<file path="src/rtl/fifo_rr_arbiter.sv">
// Round-robin read arbiter that drains NUM_FIFOS upstream FIFOs into one downstream FIFO,
// loads FIFO thresholds during INIT. Optional build macro: ARB_PRIO0_EN (FIFO 0 strict priority).
module fifo_rr_arbiter #(
   parameter int DATA_BITS = 10,
   parameter int ADDR_BITS = 3,
   parameter int NUM_FIFOS = 4
) (
   input  logic                           clk,
   input  logic                           reset,
   input  logic                           init,
   input  logic [ADDR_BITS-1:0]           umbral_af_in,
   input  logic [ADDR_BITS-1:0]           umbral_ae_in,
   input  logic [NUM_FIFOS-1:0]           fifo_empty_in,
   input  logic [NUM_FIFOS-1:0]           fifo_error_in,
   input  logic [NUM_FIFOS*DATA_BITS-1:0] fifo_data_in,
   input  logic                           out_almost_full_in,
   output logic [NUM_FIFOS-1:0]           fifo_read_out,
   output logic [DATA_BITS-1:0]           out_data,
   output logic                           out_write,
   output logic [ADDR_BITS-1:0]           umbral_af_out,
   output logic [ADDR_BITS-1:0]           umbral_ae_out,
   output logic [2:0]                     state_out,
   output logic                           idle_out,
   output logic                           error_out
);

   localparam int IDX_BITS = (NUM_FIFOS > 1) ? $clog2(NUM_FIFOS) : 1;
   localparam logic [IDX_BITS-1:0] LAST_IDX = IDX_BITS'(NUM_FIFOS - 1);

   typedef enum logic [2:0] {
      ST_RESET  = 3'b000,
      ST_INIT   = 3'b001,
      ST_IDLE   = 3'b010,
      ST_ACTIVE = 3'b011,
      ST_ERROR  = 3'b100
   } state_t;

   state_t                 state_reg;
   state_t                 state_next;
   logic [ADDR_BITS-1:0]   umbral_af_reg;
   logic [ADDR_BITS-1:0]   umbral_ae_reg;
   logic [IDX_BITS-1:0]    last_grant_reg;
   logic [IDX_BITS-1:0]    sel_reg;
   logic                   write_reg;

   logic [NUM_FIFOS-1:0]   pending_vec;
   logic [NUM_FIFOS-1:0]   rr_cand;
   logic                   any_pending;
   logic                   any_error;
   logic                   rr_valid;
   logic [IDX_BITS-1:0]    rr_idx;
   logic                   grant_valid;
   logic [IDX_BITS-1:0]    grant_idx;
   logic                   read_en;
   logic                   last_grant_upd;
   logic [DATA_BITS-1:0]   slice [NUM_FIFOS];

   assign pending_vec = ~fifo_empty_in;
   assign any_pending = |pending_vec;
   assign any_error   = |fifo_error_in;

`ifdef ARB_PRIO0_EN
   localparam logic [NUM_FIFOS-1:0] PRIO_MASK = NUM_FIFOS'(1);

   // FIFO 0 bypasses the rotation; the pointer only tracks the other FIFOs.
   assign rr_cand        = pending_vec & ~PRIO_MASK;
   assign grant_valid    = pending_vec[0] | rr_valid;
   assign grant_idx      = pending_vec[0] ? '0 : rr_idx;
   assign last_grant_upd = read_en && (grant_idx != '0);
`else
   assign rr_cand        = pending_vec;
   assign grant_valid    = rr_valid;
   assign grant_idx      = rr_idx;
   assign last_grant_upd = read_en;
`endif

   // Scan from farthest to nearest so the first candidate after last_grant wins.
   always_comb begin
      logic [IDX_BITS-1:0] idx;
      idx      = '0;
      rr_valid = 1'b0;
      rr_idx   = '0;
      for (int i = NUM_FIFOS; i >= 1; i--) begin
         idx = IDX_BITS'((int'(last_grant_reg) + i) % NUM_FIFOS);
         if (rr_cand[idx]) begin
            rr_valid = 1'b1;
            rr_idx   = idx;
         end
      end
   end

   assign read_en = (state_reg == ST_ACTIVE) && !out_almost_full_in && grant_valid;

   genvar gi;
   generate
      for (gi = 0; gi < NUM_FIFOS; gi++) begin : g_fifo
         assign slice[gi]         = fifo_data_in[gi*DATA_BITS +: DATA_BITS];
         assign fifo_read_out[gi] = read_en && (grant_idx == IDX_BITS'(gi));
      end
   endgenerate

   always_comb begin
      state_next = state_reg;
      case (state_reg)
         ST_RESET:  state_next = ST_INIT;
         ST_INIT: begin
            if (any_error)       state_next = ST_ERROR;
            else if (!init)      state_next = ST_IDLE;
         end
         ST_IDLE: begin
            if (any_error)       state_next = ST_ERROR;
            else if (init)       state_next = ST_INIT;
            else if (any_pending) state_next = ST_ACTIVE;
         end
         ST_ACTIVE: begin
            if (any_error)                       state_next = ST_ERROR;
            else if (!any_pending && !write_reg) state_next = ST_IDLE;
         end
         ST_ERROR:  state_next = ST_ERROR;
         default:   state_next = ST_RESET;
      endcase
   end

   always_ff @(posedge clk) begin
      if (reset) begin
         state_reg      <= ST_RESET;
         umbral_af_reg  <= '0;
         umbral_ae_reg  <= '0;
         last_grant_reg <= LAST_IDX;
         sel_reg        <= '0;
         write_reg      <= 1'b0;
      end else begin
         state_reg <= state_next;
         if (state_reg == ST_INIT) begin
            umbral_af_reg <= umbral_af_in;
            umbral_ae_reg <= umbral_ae_in;
         end
         if (last_grant_upd) begin
            last_grant_reg <= grant_idx;
         end
         if (read_en) begin
            sel_reg <= grant_idx;
         end
         // A read issued on the edge that enters ERROR never reaches the output.
         write_reg <= read_en && (state_next != ST_ERROR);
      end
   end

   assign out_write     = write_reg && (state_reg != ST_ERROR) && (state_reg != ST_RESET);
   assign out_data      = out_write ? slice[sel_reg] : '0;
   assign umbral_af_out = umbral_af_reg;
   assign umbral_ae_out = umbral_ae_reg;
   assign state_out     = state_reg;
   assign idle_out      = (state_reg == ST_IDLE);
   assign error_out     = (state_reg == ST_ERROR);

endmodule

</file>
<file path="config.mk">
export PLATFORM = sky130hd
export DESIGN_NAME = fifo_rr_arbiter
export DESIGN_NICKNAME = d
export VERILOG_FILES = /design/src/rtl/fifo_rr_arbiter.sv
export SDC_FILE = /design/constraint.sdc
export NUM_CORES = 1
export LEC_CHECK = 0
export ABC_AREA = 1
export CAP_MARGIN = 20
export CORE_MARGIN = 1.5
export CORE_UTILIZATION = 38
export CTS_CLUSTER_DIAMETER = 60
export CTS_CLUSTER_SIZE = 16
export DETAILED_ROUTE_END_ITERATION = 8
export HOLD_SLACK_MARGIN = 0.1
export PLACE_DENSITY = 0.94
export SYNTH_ARGS = -nofsm -noshare
export SYNTH_HDL_FRONTEND = slang
export SYNTH_SLANG_ARGS = --single-unit
</file>
<file path="constraint.sdc">
create_clock -name clk -period 2.7 [get_ports clk]
set_clock_uncertainty 0.05 [all_clocks]
set_input_delay 0.27 -clock clk [delete_from_list [all_inputs] [get_ports clk]]
set_output_delay 0.27 -clock clk [all_outputs]
set_load 0.05 [all_outputs]
</file>
## Word-level counts from Yosys, hierarchy flattened

Index checks and enable logic that the tools add are counted.

- Bits in registers: 14
- Output and inout port bits: 26
- Bits of input ports: 58
- Logic and storage cells: 72

- Bitwise gates (word level): 2
- Multiplexer cells: 28
- Magnitude comparators: 5
- Equality and inequality tests: 9
- Add/subtract/negate cells: 4
- Reductions and logical operators: 18

Operator list:

| cell | count |
|---|---|
| $mux W10 | 3 |
| $mux W3 | 7 |
| $bmux W10 S2 | 1 |
| $pmux W3 S5 | 1 |
| $lt A2 B3 Y1 const B | 4 |
| $logic_and A1 B1 Y1 | 10 |
| $bmux W1 S2 | 4 |
| $mux W1 | 8 |
| $mux W2 | 4 |
| $reduce_or A4 Y1 | 2 |
| $eq A3 B2 Y1 const B | 2 |
| $ne A3 B3 Y1 const B | 2 |
| $add A2 B1 Y2 const B | 2 |
| $add A2 B2 Y2 const B | 2 |
| $eq A2 B2 Y1 const B | 2 |
| $not A4 Y4 | 1 |
| $eq A3 B1 Y1 const B | 1 |
| $eq A3 B3 Y1 const B | 1 |
| $ge A3 B3 Y1 const B | 1 |
| $logic_not A1 Y1 | 3 |
| $logic_not A3 Y1 | 1 |
| $not A2 Y3 | 1 |
| $reduce_bool A3 Y1 | 1 |
| $eq A2 B1 Y1 const B | 1 |
| $logic_not A2 Y1 | 1 |

## Depth between registers and ports, before layout

Gate-level depths: netlist of run 1.

- Depth in word-level cells: 9
- Depth in mapped cells: 12
- Gate-level depth less buffers: 11

## Worst setup path before layout of run 1

No wires, ideal clock.

- Path kind: reg-to-output
- Start point: register state_reg[1], in the netlist state_out[1]
- End point: output out_data[0]
- Cell stages (with the launch flop): 5
- Arrival: 2.840 ns
- Path slack: -0.460 ns
- Path buffers: 0
- Data required time: 2.380 ns
- Path through: dfxtp_1 nor2_1 nor2_1 clkinv_1 a21oi_1

- Longest elaborated chain between the ends: 4
- Elaborated cells between the ends (all ways): 5
- Those cells by class: 1 x eq/ne; 1 x mux; 3 x reduce/logical

RTL lines:

| what | line | source |
|---|---|---|
| start, declared | 38 | `state_t state_reg;` |
| start signal, assigned | 133 | `state_reg <= state_next;` |
| $ne A3 B3 Y1 | 149 | `assign out_write = write_reg && (state_reg != ST_ERROR) && (state_reg != ST_RESET);` |
| $logic_and A1 B1 Y1 | 149 |  |
| $logic_and A1 B1 Y1 * | 149 |  |
| via out_write | 19 | `output logic out_write,` |
| $mux W10 * | 150 | `assign out_data = out_write ? slice[sel_reg] : '0;` |
| end, declared | 18 | `output logic [DATA_BITS-1:0] out_data,` |

Mark *: on every way through the listed nets, which the timed path passes. The rest lies on a longest branch.

## Final worst setup path of run 1

- Start point: register state_reg[1], in the netlist state_out[1]
- End point: output out_data[6]

- Longest elaborated chain between the ends: 4
- Elaborated cells between the ends (all ways): 5
- Those cells by class: 1 x eq/ne; 1 x mux; 3 x reduce/logical

RTL lines:

| what | line |
|---|---|
| $ne A3 B3 Y1 | 149 |
| $logic_and A1 B1 Y1 | 149 |
| $logic_and A1 B1 Y1 * | 149 |
| $mux W10 * | 150 |

Mark *: on every way between the ends. The rest lies on a longest branch, timed or not.

==> results_dict.tcl, run 1 <==
set metrics [dict create \
    status "completed" \
    grt-busiest-layer "met2" \
    worstSetupEndpointType "output pin" \
    yosys.area.top_type_share_pct 23.3 \
    fin_tns_setup_ns 0 \
    holdPathStages 2 \
    dpl.hpwl_um 3030 \
    grt_usage_pct 21.0 \
    worstPathCellList "nor2_1 > nor2_2 > clkinv_1 > buf_4 > a21oi_2 > clkdlybuf4s50_1" \
    holdWs_ns 0.414 \
    p_per_area_nw_per_um2 282 \
    syn_to_final_growth_pct 82.2 \
    hold_viol_final 0 \
    clock_power_share_pct 24.9 \
    fillers 248 \
    port_buffers 83 \
    cts_buffers 3 \
    grt_pass1_vias 1345 \
    setup_viol 0 \
    path_clk_slew_ns 0.10 \
    dp_cells 342 \
    grt_pass1_wl_um 5750 \
    final.setup.worst_slack_ns 0.179 \
    yosys_warnings 0 \
    drt_wl_total_um 3900 \
    core_um2 3030 \
    num-nets-final 361 \
    critical_path.max_fanout 10 \
    synth.distinct_cells 21 \
    cts.sinks 14 \
    p_int_mw 0.419 \
    relSlewSlack_pct 64.3 \
    rsz0062_at_grt "false" \
    ir_drop_mv 0.282 \
    hp-class "register to register" \
    met2_usage_pct 38.1 \
    slew_viol_final 0 \
    synthCells 219 \
    critPathMaxStageDelay_ns 0.82 \
    power_switching_share_pct 32.2 \
    post_drt_wl_per_cell_um 11.3 \
    critPathArrivalTime_ns 2.20 \
    std_cell_rows 20 \
    syn_nets 277 \
    grt_use_met3_pct 4.37 \
    combPwrFrac_pct 38.6 \
    post-route-drc-count 0 \
    viasPerCell 4.75 \
    avgSynthCellArea_um2 5.50 \
    final_cells 346 \
    dp_worst_setup_slack_ns 0.427 \
    dieWidth_um 59.3 \
    ant_nets 0 \
    drive_gt1_share_pct 15.9 \
    path_class "register to output pin" \
    drv_cap 0 \
    clock_latency_ns 0.28 \
    cp.required_ns 2.38 \
    syn_area_um2 1200 \
    globalplace.congestion 0.861 \
    die_h_um 59.3 \
    cts_resized 0 \
    leakagePower_nw 0.913 \
    cts.path.max_buffers 2 \
    netSwitchingPower_mw 0.199 \
    start_util_pct 39.8 \
    holdBufCountCts 0 \
    yosys.area.top_type "dfxtp_1" \
    met1_usage_pct 24.5 \
    ys_ff_latch 14 \
    via_count 1642 \
    worstMarginPinSlew_ns 0.534 \
    grt_remaining_overflow 0 \
    diodes 0 \
    grt_max_degree 22 \
    cts_setup_buffers 0 \
    final.period_utilization_pct 93.4 \
    seq_power_share_pct 36.4 \
    cts_tree "built" \
    max_freq_mhz 397 \
    synthTopCellsByArea "dfxtp_1 (23%), nor2_1 (17%), nand2_1 (13%)" \
    grt_antenna_before_repair 0 \
    drtIter0Drc 58 \
    dr.pass1.iters 4 \
    dieArea_um2 3520 \
    start_kind "register" \
    synth_seq_area_share_pct 23.3 \
    ioPinCount 84 \
    htreeDepth 1 \
    min_period_ns 2.52 \
    root_buffer "clkbuf_4" \
    worstRegToRegCells 11 \
    slowest_stage "clkdlybuf4s50_1" \
]
final cells by class:
| type | count | area, um2 | share of cell area [%] |
|---|---|---|---|
| inverters | 22 | 90.1 | 4.10 |
| well taps | 44 | 55.1 | 2.51 |
| flip-flops and latches | 14 | 280 | 12.8 |
| multi-input cells | 176 | 841 | 38.3 |
| repair buffers | 86 | 893 | 40.7 |
| clock buffers | 4 | 36.3 | 1.65 |
power groups by stage:
| stage | clock [mW] | combinational (mW) | sequential [mW] |
|---|---|---|---|
| 3_5_place_dp | 0 | 0.238 | 0.230 |
| 4_1_cts | 0.155 | 0.240 | 0.225 |
| 2_1_floorplan | 0 | 0.0779 | 0.268 |
| 5_1_grt | 0.164 | 0.258 | 0.226 |
| 3_3_place_gp | 0 | 0.233 | 0.230 |
| 6_report | 0.154 | 0.239 | 0.225 |
path summary, 6_finish.rpt:
| check | from | end | slack (ns) |
|---|---|---|---|
| setup / recovery | state_out[1] | out_data[6] | 0.18 |
| hold / removal | umbral_af_out[1] | umbral_af_out[1] | 0.41 |
| setup reg to reg | last_grant_reg[0] | last_grant_reg[0] | 1.15 |
| hold reg to reg | umbral_af_out[1] | umbral_af_out[1] | 0.41 |
critical path, delay by kind of cell, from the launching register on:
family | cells | cell delay (ns)
AO/OA/AOI/OAI | 1 | 0.11
buffers and inverters | 3 | 1.08
flip-flops | 1 | 0.45
AND/OR/NAND/NOR | 2 | 0.26
cells in the final DEF, fill, tap and decap left out:
| cell | n |
|---|---|
| clkdlybuf4s50_1 | 79 |
| nor2_1 | 53 |
| nand2_1 | 43 |
| o21ai_0 | 24 |
| inv_1 | 14 |
| nand2_2 | 14 |
| a21oi_1 | 14 |
| dfxtp_1 | 14 |
| a21oi_2 | 12 |
| nand3_1 | 7 |
| inv_2 | 5 |
| buf_12 | 4 |
| nor2_2 | 3 |
| clkbuf_4 | 3 |
| buf_4 | 3 |
| clkinv_1 | 2 |
| inv_8 | 1 |
| nand2_4 | 1 |
| o21ai_1 | 1 |
| nand3_2 | 1 |
| nand4_1 | 1 |
| nor3_1 | 1 |
| nor4_1 | 1 |
| clkbuf_8 | 1 |
cells in the mapped netlist, drive strengths merged:
cell,count
o21ai,25
inv,20
buf,1
nand3,8
clkbuf,6
clkinv,2
nor3,1
nor2,56
nor4,1
dfxtp,14
nand2,58
nand4,1
a21oi,26
through the flow:
step / instance area, um2 / power, mW / utilization, %
CTS: 2200 / 0.620 / 72.5
detailed placement: 2160 / 0.468 / 71.3
global placement: 2160 / 0.463 / 71.3
finish: 2200 / 0.618 / 72.5
global route: 2200 / 0.648 / 72.5
floorplan: 1240 / 0.345 / -
cell families after synthesis:
logic type / synth area share (%)
buffers and inverters: 10.3
flip-flops: 23.3
AND/OR/NAND/NOR: 44.7
AO/OA/AOI/OAI: 21.8
routing by layer:
layer,routed length [um],part of all wire [%],vias up
li1,-,-,862
met1,1670,43,723
met2,1910,49,55
met3,294,7.5,2
met4,18,0.46,0
met5,0,0,-
Note: power is estimated with default switching activity, not from simulation.
==> run 2: changes to the inputs <==
- SKIP_CTS_REPAIR_TIMING: not set -> 1
==> results of run 2 <==
Same layout as run 1: the final DEF is identical, and so are final timing and power.
==> variant, RTL diff (settings of run 2) <==
The parameter `ADDR_BITS` goes from 3 to 5.
--- a/src/rtl/fifo_rr_arbiter.sv
+++ b/src/rtl/fifo_rr_arbiter.sv
@@ -4,3 +4,3 @@
    parameter int DATA_BITS = 10,
-   parameter int ADDR_BITS = 3,
+   parameter int ADDR_BITS = 5,
    parameter int NUM_FIFOS = 4
Interface: changed (resized umbral_ae_in, umbral_ae_out, umbral_af_in and umbral_af_out); port bits go from 84 to 92. The function was not compared with the original's and may differ.
==> variant against run 2 <==
Synthesized cell count rose by 11%. Cell count rose by 9.2%. Sequential share of layout area rose by 1.9 points. Synthesized area rose by 15%. Wire length rose by 15%. Setup slack improved by 180 ps. Total power rose by 14%. Count of clock-buffer cells in the layout fell by 1. Sequential cell count rose by 4. Design area rose by 12%.
==> variant: results (changes against run 2) <==
{
  "critical_path": {
    "crit_fanout": {"value": 5, "change": "-5"},
    "setup.worst_path.start": "state_out[0]$_SDFF_PP0_",
    "cp-endpoint": "error_out",
    "regToRegSetupSlack": {"value": 1130, "unit": "ps", "change": "-20 ps"}
  },
  "place": {
    "place.detailed.hpwl": {"value": 3.49, "unit": "mm", "change": "+15%"},
    "place.gp.congestion": {"value": 0.780, "change": "-9.3%"},
    "place.port_buffers": {"value": 91, "change": "+9.6%"},
    "dp_worst_setup_slack": {"value": 279, "unit": "ps", "change": "-148 ps"}
  },
  "cells_and_area": {
    "num-fill-cells": {"value": 290, "change": "+17%"}
  },
  "outcome": {
    "run_status": "finished, final reports clean"
  },
  "synth": {
    "net_count_after_synthesis": {"value": 305, "change": "+10%"},
    "synth_cell_types": {"value": 23, "change": "+9.5%"},
    "post_synth_main_area_contributors": "sky130_fd_sc_hd__dfxtp_1, sky130_fd_sc_hd__nand2_1, sky130_fd_sc_hd__nor2_1, sky130_fd_sc_hd__a21oi_1, sky130_fd_sc_hd__o21ai_0",
    "synth.top_cells.by_count": "sky130_fd_sc_hd__nand2_1, sky130_fd_sc_hd__nor2_1, sky130_fd_sc_hd__a21oi_1, sky130_fd_sc_hd__o21ai_0",
    "synth_sequential_area_ratio": {"value": 0.260, "change": "+0.0273"}
  },
  "sta": {
    "timing.slew.headroom": {"value": 0.562, "change": "-0.0813"},
    "whs": {"value": 413, "unit": "ps", "change": "-1.17 ps"}
  },
  "global_route": {
    "met1_usage": {"value": 0.258, "change": "+0.0136"},
    "number_of_global_route_vias_before_repair": {"value": 1661, "change": "+23%"},
    "grt_pass1_wl": {"value": 7.30, "unit": "mm", "change": "+27%"},
    "met3_use_gr": {"value": 0.0268, "change": "-0.0169"}
  },
  "power_and_ir_drop": {
    "cellLeakagePower": {"value": 1.16, "unit": "nW", "change": "+27%"},
    "powerSeq": {"value": 0.291, "unit": "mW", "change": "+29%"},
    "power.share.switching": {"value": 0.336, "change": "+0.0132"}
  },
  "detailed_routing": {
    "dr.first_iter.drc_count": {"value": 108, "change": "+86%"},
    "detailroute.wirelength.met2": {"value": 2.29, "unit": "mm", "change": "+20%"},
    "wl_per_cell": {"value": 11.8, "unit": "um", "change": "+5.1%"},
    "met3RoutedLength": {"value": 215, "unit": "um", "change": "-27%"},
    "met1Wirelength": {"value": 1.91, "unit": "mm", "change": "+14%"}
  }
}
-- variant: changes by cell type in the layout (fill, tap and decap cells not counted), sizes merged, moves of 2 or more --
| cell | change |
|---|---|
| o21ai | -3 |
| buf | +3 |
| nand3b | +2 |
| a21oi | +4 |
| dlymetal6s2s | +8 |
| dfxtp | +4 |
| clkdlybuf4s50 | -2 |
| nor2 | -5 |
| inv | +3 |
| nand2 | +13 |
| nor3 | +2 |
-- variant: cells by family (layout without fill, tap and decap cells) --
kind of cell / count (synthesis) / count (layout) / synth area share
flops: 18 / 18 / 0.260
buf+inv: 36 / 125 / 0.110
simple gates: 137 / 137 / 0.440
compound gates: 52 / 52 / 0.190
-- variant: area by class of cell --
class | instances | area [sq um] | area share
Multi-Input combinational cell | 189 | 913 | 0.371
Clock buffer | 3 | 22.5 | 0.00915
Inverter | 27 | 113 | 0.0457
Timing Repair Buffer | 95 | 996 | 0.404
Sequential cell | 18 | 360 | 0.146
Tap cell | 46 | 57.6 | 0.0234
